==> config.mk <==
export PLATFORM = sky130hd
export DESIGN_NAME = pipe_hazard_ctrl
export DESIGN_NICKNAME = d
export VERILOG_FILES = /design/src/rtl/pipe_hazard_ctrl_pkg.sv /design/src/rtl/pipe_hazard_ctrl_hazard_unit.sv /design/src/rtl/pipe_hazard_ctrl.sv
export SDC_FILE = /design/constraint.sdc
export NUM_CORES = 1
export LEC_CHECK = 0
export CORE_ASPECT_RATIO = 0.75
export CORE_MARGIN = 2
export CORE_UTILIZATION = 53
export CTS_CLUSTER_SIZE = 20
export DETAILED_ROUTE_END_ITERATION = 16
export GPL_ROUTABILITY_DRIVEN = 0
export GPL_TIMING_DRIVEN = 1
export PLACE_DENSITY_LB_ADDON = 0.15
export SYNTH_ARGS = -nofsm -noshare
export SYNTH_HDL_FRONTEND = slang
export SYNTH_SLANG_ARGS = --single-unit
==> constraint.sdc <==
create_clock -name clk -period 3.5 [get_ports clk]
set_input_delay 0.525 -clock clk [delete_from_list [all_inputs] [get_ports clk]]
set_output_delay 0.525 -clock clk [all_outputs]
set_load 0.02 [all_outputs]
==> src/rtl/pipe_hazard_ctrl_pkg.sv <==
// -----------------------------------------------------------------------------
// pipe_hazard_ctrl_pkg
// Shared definitions for the 5-stage MIPS pipeline controller:
//   fwd_sel_t  - EXE operand forward-select encodings
//   state_t    - run-control FSM state encodings
//   fwd_select - per-operand forwarding priority (EXE over MEM over regfile)
// -----------------------------------------------------------------------------
package pipe_hazard_ctrl_pkg;

   typedef enum logic [1:0] {
      FROM_REG        = 2'd0,
      FROM_EXE_ALUOUT = 2'd1,
      FROM_MEM_ALUOUT = 2'd2,
      FROM_MEM_DM     = 2'd3
   } fwd_sel_t;

   typedef enum logic [1:0] {
      ST_INIT = 2'd0,
      ST_RUN  = 2'd1,
      ST_HALT = 2'd2,
      ST_STEP = 2'd3
   } state_t;

   // A load still in EXE has no data yet, so it is never an EXE forward
   // source; that case is covered by the load-use stall instead.
   function automatic fwd_sel_t fwd_select(
      input logic       used,
      input logic [4:0] addr,
      input logic [4:0] regw_addr_exe,
      input logic       wb_wen_exe,
      input logic       mem_ren_exe,
      input logic [4:0] regw_addr_mem,
      input logic       wb_wen_mem,
      input logic       mem_ren_mem
   );
      fwd_sel_t sel;
      sel = FROM_REG;
      if (used && addr != 5'd0) begin
         if (addr == regw_addr_exe && wb_wen_exe && !mem_ren_exe)
            sel = FROM_EXE_ALUOUT;
         else if (addr == regw_addr_mem && wb_wen_mem)
            sel = mem_ren_mem ? FROM_MEM_DM : FROM_MEM_ALUOUT;
      end
      return sel;
   endfunction

endpackage

==> src/rtl/pipe_hazard_ctrl_hazard_unit.sv <==
// -----------------------------------------------------------------------------
// pipe_hazard_ctrl_hazard_unit
// Purely combinational hazard detection for the instruction in ID.
// Inputs : ID source fields/usage, EXE and MEM destination info.
// Outputs: load_use  - ID must wait one cycle for a load in EXE
//          fwd_a/b   - EXE operand forward selects for rs/rt
//          mem_fwd_m - store data source (1 = pipeline reg, 0 = WB result)
// -----------------------------------------------------------------------------
module pipe_hazard_ctrl_hazard_unit
   import pipe_hazard_ctrl_pkg::*;
(
   input  logic [4:0] addr_rs_id,
   input  logic [4:0] addr_rt_id,
   input  logic       rs_used_id,
   input  logic       rt_used_id,
   input  logic       is_store_id,
   input  logic [4:0] regw_addr_exe,
   input  logic       wb_wen_exe,
   input  logic       mem_ren_exe,
   input  logic [4:0] regw_addr_mem,
   input  logic       wb_wen_mem,
   input  logic       mem_ren_mem,
   output logic       load_use,
   output fwd_sel_t   fwd_a,
   output fwd_sel_t   fwd_b,
   output logic       mem_fwd_m
);

   logic load_in_exe;
   logic rs_hit_exe;
   logic rt_hit_exe;
   logic store_bypass;

   assign load_in_exe = mem_ren_exe & wb_wen_exe & (regw_addr_exe != 5'd0);
   assign rs_hit_exe  = rs_used_id & (addr_rs_id == regw_addr_exe);
   assign rt_hit_exe  = rt_used_id & (addr_rt_id == regw_addr_exe);

   // Store data is only needed in MEM, by which time the load has reached
   // WB, so the store picks it up there instead of stalling.
   assign store_bypass = load_in_exe & rt_hit_exe & is_store_id;
   assign load_use     = load_in_exe & (rs_hit_exe | (rt_hit_exe & ~is_store_id));
   assign mem_fwd_m    = ~store_bypass;

   // NOTE: every combinational output gets a default first, so no path can
   // leave a value unassigned and infer a latch.
   always_comb begin
      fwd_a = fwd_select(rs_used_id, addr_rs_id, regw_addr_exe, wb_wen_exe,
                         mem_ren_exe, regw_addr_mem, wb_wen_mem, mem_ren_mem);
      fwd_b = fwd_select(rt_used_id, addr_rt_id, regw_addr_exe, wb_wen_exe,
                         mem_ren_exe, regw_addr_mem, wb_wen_mem, mem_ren_mem);
      if (store_bypass)
         fwd_b = FROM_REG;
   end

endmodule

==> src/rtl/pipe_hazard_ctrl.sv <==
// -----------------------------------------------------------------------------
// pipe_hazard_ctrl
// Pipeline controller for the 5-stage MIPS datapath.
// Inputs : clk, rst_n (async active-low), ID/EXE/MEM hazard info,
//          mem_ready, dbg_halt/dbg_step/dbg_resume run-control pulses.
// Outputs: <stage>_rst/<stage>_en synchronous controls for IF..WB,
//          exe_fwd_a_ctrl/exe_fwd_b_ctrl, mem_fwd_m forward selects,
//          halted, sticky mem_timeout, stall_cnt/flush_cnt perf counters.
// Priority: INIT > mem freeze > HALT > load-use stall > branch flush > normal.
// -----------------------------------------------------------------------------
module pipe_hazard_ctrl
   import pipe_hazard_ctrl_pkg::*;
#(
   parameter int INIT_CYCLES = 4,
   parameter int MEM_TIMEOUT = 255,
   parameter int CNT_W       = 32
) (
   input  logic             clk,
   input  logic             rst_n,
   input  logic [4:0]       addr_rs_id,
   input  logic [4:0]       addr_rt_id,
   input  logic             rs_used_id,
   input  logic             rt_used_id,
   input  logic             is_store_id,
   input  logic             branch_taken_id,
   input  logic [4:0]       regw_addr_exe,
   input  logic             wb_wen_exe,
   input  logic             mem_ren_exe,
   input  logic [4:0]       regw_addr_mem,
   input  logic             wb_wen_mem,
   input  logic             mem_ren_mem,
   input  logic             mem_wen_mem,
   input  logic             mem_ready,
   input  logic             dbg_halt,
   input  logic             dbg_step,
   input  logic             dbg_resume,
   output logic             if_rst,
   output logic             if_en,
   output logic             id_rst,
   output logic             id_en,
   output logic             exe_rst,
   output logic             exe_en,
   output logic             mem_rst,
   output logic             mem_en,
   output logic             wb_rst,
   output logic             wb_en,
   output logic [1:0]       exe_fwd_a_ctrl,
   output logic [1:0]       exe_fwd_b_ctrl,
   output logic             mem_fwd_m,
   output logic             halted,
   output logic             mem_timeout,
   output logic [CNT_W-1:0] stall_cnt,
   output logic [CNT_W-1:0] flush_cnt
);

   localparam int INIT_W = $clog2(INIT_CYCLES + 1);
   localparam int WAIT_W = $clog2(MEM_TIMEOUT + 1);

   state_t            state, state_nxt;
   logic [INIT_W-1:0] init_cnt;
   logic [WAIT_W-1:0] wait_cnt;
   logic              init_done;
   logic              freeze;
   logic              freeze_cnt_en;
   logic              stall_evt;
   logic              flush_evt;

   logic              hz_load_use;
   fwd_sel_t          hz_fwd_a;
   fwd_sel_t          hz_fwd_b;
   logic              hz_mem_fwd_m;

   pipe_hazard_ctrl_hazard_unit u_hazard (
      .addr_rs_id    (addr_rs_id),
      .addr_rt_id    (addr_rt_id),
      .rs_used_id    (rs_used_id),
      .rt_used_id    (rt_used_id),
      .is_store_id   (is_store_id),
      .regw_addr_exe (regw_addr_exe),
      .wb_wen_exe    (wb_wen_exe),
      .mem_ren_exe   (mem_ren_exe),
      .regw_addr_mem (regw_addr_mem),
      .wb_wen_mem    (wb_wen_mem),
      .mem_ren_mem   (mem_ren_mem),
      .load_use      (hz_load_use),
      .fwd_a         (hz_fwd_a),
      .fwd_b         (hz_fwd_b),
      .mem_fwd_m     (hz_mem_fwd_m)
   );

   assign init_done     = (init_cnt == INIT_W'(INIT_CYCLES - 1));
   assign freeze        = (mem_ren_mem | mem_wen_mem) & ~mem_ready;
   assign freeze_cnt_en = freeze & (state != ST_INIT);
   assign halted        = (state == ST_HALT);

   // Run-control next state. STEP leaves only after a cycle the pipeline
   // actually advanced, so a step issued into a mem wait is not lost.
   always_comb begin
      state_nxt = state;
      unique case (state)
         ST_INIT: if (init_done)       state_nxt = ST_RUN;
         ST_RUN:  if (dbg_halt)        state_nxt = ST_HALT;
         ST_HALT: if (dbg_step)        state_nxt = ST_STEP;
                  else if (dbg_resume) state_nxt = ST_RUN;
         ST_STEP: if (!freeze)         state_nxt = ST_HALT;
         default:                      state_nxt = ST_INIT;
      endcase
   end

   // Stage controls in priority order; the default is the frozen/halted
   // pattern (nothing enabled, nothing reset).
   always_comb begin
      if_rst         = 1'b0;
      if_en          = 1'b0;
      id_rst         = 1'b0;
      id_en          = 1'b0;
      exe_rst        = 1'b0;
      exe_en         = 1'b0;
      mem_rst        = 1'b0;
      mem_en         = 1'b0;
      wb_rst         = 1'b0;
      wb_en          = 1'b0;
      exe_fwd_a_ctrl = hz_fwd_a;
      exe_fwd_b_ctrl = hz_fwd_b;
      mem_fwd_m      = hz_mem_fwd_m;
      stall_evt      = 1'b0;
      flush_evt      = 1'b0;

      if (state == ST_INIT) begin
         if_rst         = 1'b1;
         id_rst         = 1'b1;
         exe_rst        = 1'b1;
         mem_rst        = 1'b1;
         wb_rst         = 1'b1;
         exe_fwd_a_ctrl = FROM_REG;
         exe_fwd_b_ctrl = FROM_REG;
         mem_fwd_m      = 1'b1;
      end else if (freeze || state == ST_HALT) begin
         // everything holds
      end else if (hz_load_use) begin
         // IF/ID hold the dependent instruction; a bubble enters EXE.
         exe_rst   = 1'b1;
         exe_en    = 1'b1;
         mem_en    = 1'b1;
         wb_en     = 1'b1;
         stall_evt = 1'b1;
      end else begin
         if_en  = 1'b1;
         id_en  = 1'b1;
         exe_en = 1'b1;
         mem_en = 1'b1;
         wb_en  = 1'b1;
         if (branch_taken_id) begin
            // PC loads the target while the wrong-path IF fetch is dropped.
            id_rst    = 1'b1;
            flush_evt = 1'b1;
         end
      end
   end

   // NOTE: sequential state uses non-blocking assignments so every register
   // samples pre-edge values regardless of statement order.
   always_ff @(posedge clk or negedge rst_n) begin
      if (!rst_n) begin
         state       <= ST_INIT;
         init_cnt    <= '0;
         wait_cnt    <= '0;
         mem_timeout <= 1'b0;
         stall_cnt   <= '0;
         flush_cnt   <= '0;
      end else begin
         state <= state_nxt;

         if (state == ST_INIT && !init_done)
            init_cnt <= init_cnt + 1'b1;

         if (freeze_cnt_en) begin
            if (wait_cnt != WAIT_W'(MEM_TIMEOUT))
               wait_cnt <= wait_cnt + 1'b1;
            if (wait_cnt == WAIT_W'(MEM_TIMEOUT - 1))
               mem_timeout <= 1'b1;
         end else begin
            wait_cnt <= '0;
         end

         if (stall_evt)
            stall_cnt <= stall_cnt + 1'b1;
         if (flush_evt)
            flush_cnt <= flush_cnt + 1'b1;
      end
   end

endmodule

# == Yosys cells after proc, flatten, opt, wreduce, memory -nomap -nowiden ==
# Index checks and enable logic that the tools add are counted.
# totals
regBits,78
latchBits,0
mem_bits_rw,0
mem_bits_ro,0
inputBits,35
output_inout_bits,81
word_cells,93
mem_count,0
# classes
add_sub_neg,4
n_mul,0
div_mod_pow,0
order_cmp,0
eq_ne,15
n_shift,0
n_mux,34
n_bitwise,15
n_reduce_logical,19
# ops
operator,n
$add A32 B1 Y32 const B,2
$mux W2,14
$eq A5 B5 Y1,4
$mux W1,17
$mux W8,2
$reduce_bool A5 Y1,3
$and A1 B1 Y1,10
$logic_and A1 B1 Y1,9
$add A8 B1 Y8 const B,1
$eq A8 B8 Y1 const B,1
$ne A8 B8 Y1 const B,1
$pmux W2 S4,1
$ne A2 B2 Y1 const B,3
$eq A2 B2 Y1 const B,2
$reduce_and A4 Y1,1
$add A3 B1 Y3 const B,1
$eq A3 B2 Y1 const B,1
$ne A3 B3 Y1 const B,1
$not A1 Y1,3
$eq A2 B1 Y1 const B,1
$logic_not A1 Y1,2
$logic_not A2 Y1,1
$ne A2 B1 Y1 const B,1
$or A1 B1 Y1,2
other kinds (3),3

# == Depth between registers and ports, before layout ==
# logic_depth
ltp_word,8
ltp_mapped,7
depth_no_buf,7

# == By module ==
# From an unflattened synthesis, not the netlist that was laid out.
# hier_totals
hier_cells,409
hier_area_um2,4245.3
# modules_own_cells
mod,instances,cells_each,area_each_um2,seq_area_each_um2
pipe_hazard_ctrl,1,359,3862.5,1951.9
pipe_hazard_ctrl_hazard_unit,1,50,382.9,0.0

# == Least setup slack after synthesis ==
# No wires, ideal clock.
# synth_path
kind,input-to-output
start,in regw_addr_exe[0]
end,out if_en
arrival_time_ps,2066
t_required_ps,2975
slack_ps,909
cell_stages,6
path_buffers,2
cell_sequence,or3_1 -> o311a_4 -> o21a_4 -> buf_2 -> nor2_1 -> buf_4
# synth_between
elab_chain_len,8
elab_cells_between_ends,12
classes_between,eq/ne: 2; mux: 3; bitwise: 6; reduce/logical: 1
# synth_rtl
item,line_no,text
"start, declared",pipe_hazard_ctrl.sv:26,"input logic [4:0] regw_addr_exe,"
$eq A5 B5 Y1,pipe_hazard_ctrl_hazard_unit.sv:36,assign rt_hit_exe = rt_used_id & (addr_rt_id == regw_addr_exe);
$and A1 B1 Y1,pipe_hazard_ctrl_hazard_unit.sv:36,
$and A1 B1 Y1,pipe_hazard_ctrl_hazard_unit.sv:41,assign load_use = load_in_exe & (rs_hit_exe | (rt_hit_exe & ~is_store_id));
$or A1 B1 Y1,pipe_hazard_ctrl_hazard_unit.sv:41,
$and A1 B1 Y1 *,pipe_hazard_ctrl_hazard_unit.sv:41,
$mux W1 * (3 in series),--,
"end, declared",pipe_hazard_ctrl.sv:38,"output logic if_en,"
# Every way passes the cells marked *; elsewhere a longest branch is shown, timed or not.

# == Worst setup path in the final report ==
# layout_path
start,in regw_addr_exe[0]
end,out exe_fwd_b_ctrl[0]
# layout_between
elab_chain_len,7
elab_cells_between_ends,12
classes_between,eq/ne: 1; mux: 4; bitwise: 4; reduce/logical: 3
# layout_rtl
item,line_no,text
$eq A5 B5 Y1,"pipe_hazard_ctrl_pkg.sv:39, pipe_hazard_ctrl_hazard_unit.sv:36",
$logic_and A1 B1 Y1 (2 in series),pipe_hazard_ctrl_pkg.sv:39,if (addr == regw_addr_exe && wb_wen_exe && !mem_ren_exe)
$mux W2,pipe_hazard_ctrl_pkg.sv:39,
$mux W2,pipe_hazard_ctrl_pkg.sv:38,if (used && addr != 5'd0) begin
$mux W2 *,pipe_hazard_ctrl_hazard_unit.sv:51,if (store_bypass)
$mux W2 *,pipe_hazard_ctrl.sv:129,if (state == ST_INIT) begin
"end, declared",pipe_hazard_ctrl.sv:48,"output logic [1:0] exe_fwd_b_ctrl,"
# Marks and branches as above.

==> out/metrics.csv <==
metric,value,unit
cell leakage power,2.567,nW
CTS tree,done,
unrepaired setup endpoints after global routing,no,
post-DP HPWL,7726,um
CTS sink cnt,78,
P&R area growth vs syn,32.98,%
area share of the largest cell type after synthesis,0.4470,
leading post-synthesis cells by cell area,"dfrtp_1, xor2_1, nor4_2, xnor2_1, nand3_1",
final setup fails,0,
Setup crit start kind,primary input,
row count,28,
CTS-repair resized insts,0,
peak supply drop,0.3230,mV
Vias per Instance,5.597,
TNS Setup,0,ns
crit path time final,3.365,ns
GR Util All Layers,0.2462,
vias in the first global route,3467,
count of warnings emitted by yosys,0,
largest area contributor in the netlist,dfrtp_1,
met3 Track Usage GR,0.07221,
Rel. slew slack,0.3469,
CP required,2.97,ns
sequential fraction of the synthesis area,0.4470,
Hold Fails Final Rpt,0,
clk_lat worst skew,0.36,ns
routed vias,3571,
Fmax,297.2,MHz
initial antenna violation count,0,
Die Y,82.61,um
area of the core,7953,um2
htree depth,3,
Final Slew Violations,0,
Mapped Cells,414,
average size of a mapped cell,10.55,um2
met1 usage in global routing,0.3205,
Routed wire per std cell,16.85,um
register area,1952,um2
fraction of registers with async set/reset,1.000,
final net count,569,
total iterations of the first detailed-routing run,5,
DR DRC count,0,
"flops & latches, synth",78,
GR Layer Usage met2,0.3963,
Post-CTS Hold Buffers,0,
Worst Path Arrival,2.84,ns
pin count of the biggest net entering global routing,79,
share of cells above drive strength 1,0.1220,
gr ovfl total,0,
Initial Utilization,0.5491,
total power,2.353,mW
"Primary FF master, synth",dfrtp_1,
DP Area,5574,um2
Hold Crit Class,in2async,
Top Usage Layer GRT,met2,
Worst Path Max Fanout,3,
root buffer cell,clkbuf_8,
Die ar.,8989,um2
clock slew at reported path FFs,0.08,ns
maximum buffer depth of the clock tree,2,
Chip Width,108.8,um
"Core Util, Final",0.7302,
Routed Antenna Nets,0,
I/O pins,116,
Synth cell types,49,
power per cell area,405.2,nW/um2
syn_nets,455,
status,completed,
depth of the worst register-to-register path,6,
CP endpoint kind,output pin,
final instance area,5807,um2
Slew @ Worst Pin,0.9796,ns
number of flops mapped to enable cells by yosys,0,
first-pass GRT wire length,16970,um
fin crit share,0.9615,
# Post-CTS Setup Buffers,0,
cell area after synthesis,4367,um2
Multi-input gate area,2267,um2
Initial DRC Count,192,
Num CTS Buffers,9,
port bufs,115,
Worst Skew,0.01173,ns
# diodes,0,
kind of critical path,in2out,
FILL cells,602,
final WL,10750,um
MaxCap Viol Count,0,
==> flip-flops by register name (all words and copies together), names as in the netlist <==
name,cells
mem_timeout,1
state,2
flush_cnt,32
init_cnt,3
stall_cnt,32
wait_cnt,8
==> area by class of cell <==
cell class              instances  area share
flip-flops and latches         78      0.3361
inverters                      12    0.007757
clock inverters                 5     0.01401
multi-input cells             308      0.3904
well taps                     105     0.02262
repair buffers                119      0.2030
clock buffers                  11     0.02607
==> per-stage QoR <==
| stage | setup WS [ns] | cells | hold WS (ns) |
|---|---|---|---|
| after floorplan | 0.9095 | 414 | 0.2294 |
| after detailed placement | 0.1887 | 622 | 0.4506 |
| after CTS | 0.1832 | 638 | 0.3478 |
| after global routing | 0.08400 | 638 | 0.3850 |
| final | 0.1349 | 638 | 0.3115 |
| after global placement | 0.2431 | 622 | 0.4445 |
==> placed cells by master, fill, tap and decap left out, types with 5 or more instances in the layout <==
cell type and count:
clkdlybuf4s50_1 114, xnor2_1 22, nand4_1 13, and3_1 5, inv_1 12, nor3_1 22, nor4_2 24, nand2_1 32
xor2_1 64, nand3_1 27, nor2_1 29, dfrtp_1 78, buf_4 5, nor4_1 5, clkbuf_8 11, ha_1 6
==> worst max-delay path, stage by stage <==
cell,delay (ns)
clkdlybuf4s50_1,0.48
or3_1,0.41
o311a_4,0.34
nand3_1,0.12
o2111ai_1,0.17
a21oi_1,0.16
clkdlybuf4s50_1,0.63
==> final timing paths <==
path                                           startpoint                   endpoint  slack, ns
max in group asynchronous                           rst_n  flush_cnt[25]$_DFFE_PN0P_       2.54
worst min register to register    mem_timeout$_DFFE_PN0P_    mem_timeout$_DFFE_PN0P_       0.47
worst max register to register  flush_cnt[12]$_DFFE_PN0P_  flush_cnt[30]$_DFFE_PN0P_       1.33
worst min-delay path                                rst_n    wait_cnt[6]$_DFFE_PN0P_       0.31
worst max-delay path                     regw_addr_exe[0]          exe_fwd_b_ctrl[0]       0.13
min in group clk                  mem_timeout$_DFFE_PN0P_    mem_timeout$_DFFE_PN0P_       0.47
==> metal layers <==
metal | vias up | wire length [um]
li1 | 1682 | -
met3 | 10 | 704
met1 | 1757 | 4864
met2 | 122 | 5078
met5 | - | 0
met4 | 0 | 106
==> report_power, final <==
| group | switching (mW) | leakage, nW | internal (mW) |
|---|---|---|---|
| Sequential | 0.0628 | 1.03 | 0.946 |
| Combinational | 0.313 | 1.42 | 0.254 |
| Clock | 0.336 | 0.116 | 0.441 |
| Total | 0.713 | 2.57 | 1.64 |
==> kinds of logic after synthesis <==
kind of cell / synth area share
AND/OR/NAND/NOR: 0.2828
XOR/XNOR: 0.1725
flip-flops: 0.4470
buffers and inverters: 0.03381
AO/OA/AOI/OAI: 0.03668
adder cells (fa/ha/maj): 0.01719
multiplexers: 0.01003
==> cells in the mapped netlist, drive strengths merged (5+ instances only) <==
library cell,n
nor4,29
xnor2,22
nand3,27
xor2,64
nand4,15
buf,12
and3,6
dfrtp,78
nand2,32
nor4b,5
nor2,29
inv,12
ha,6
nor3,22
(Power assumes the default switching activity.)
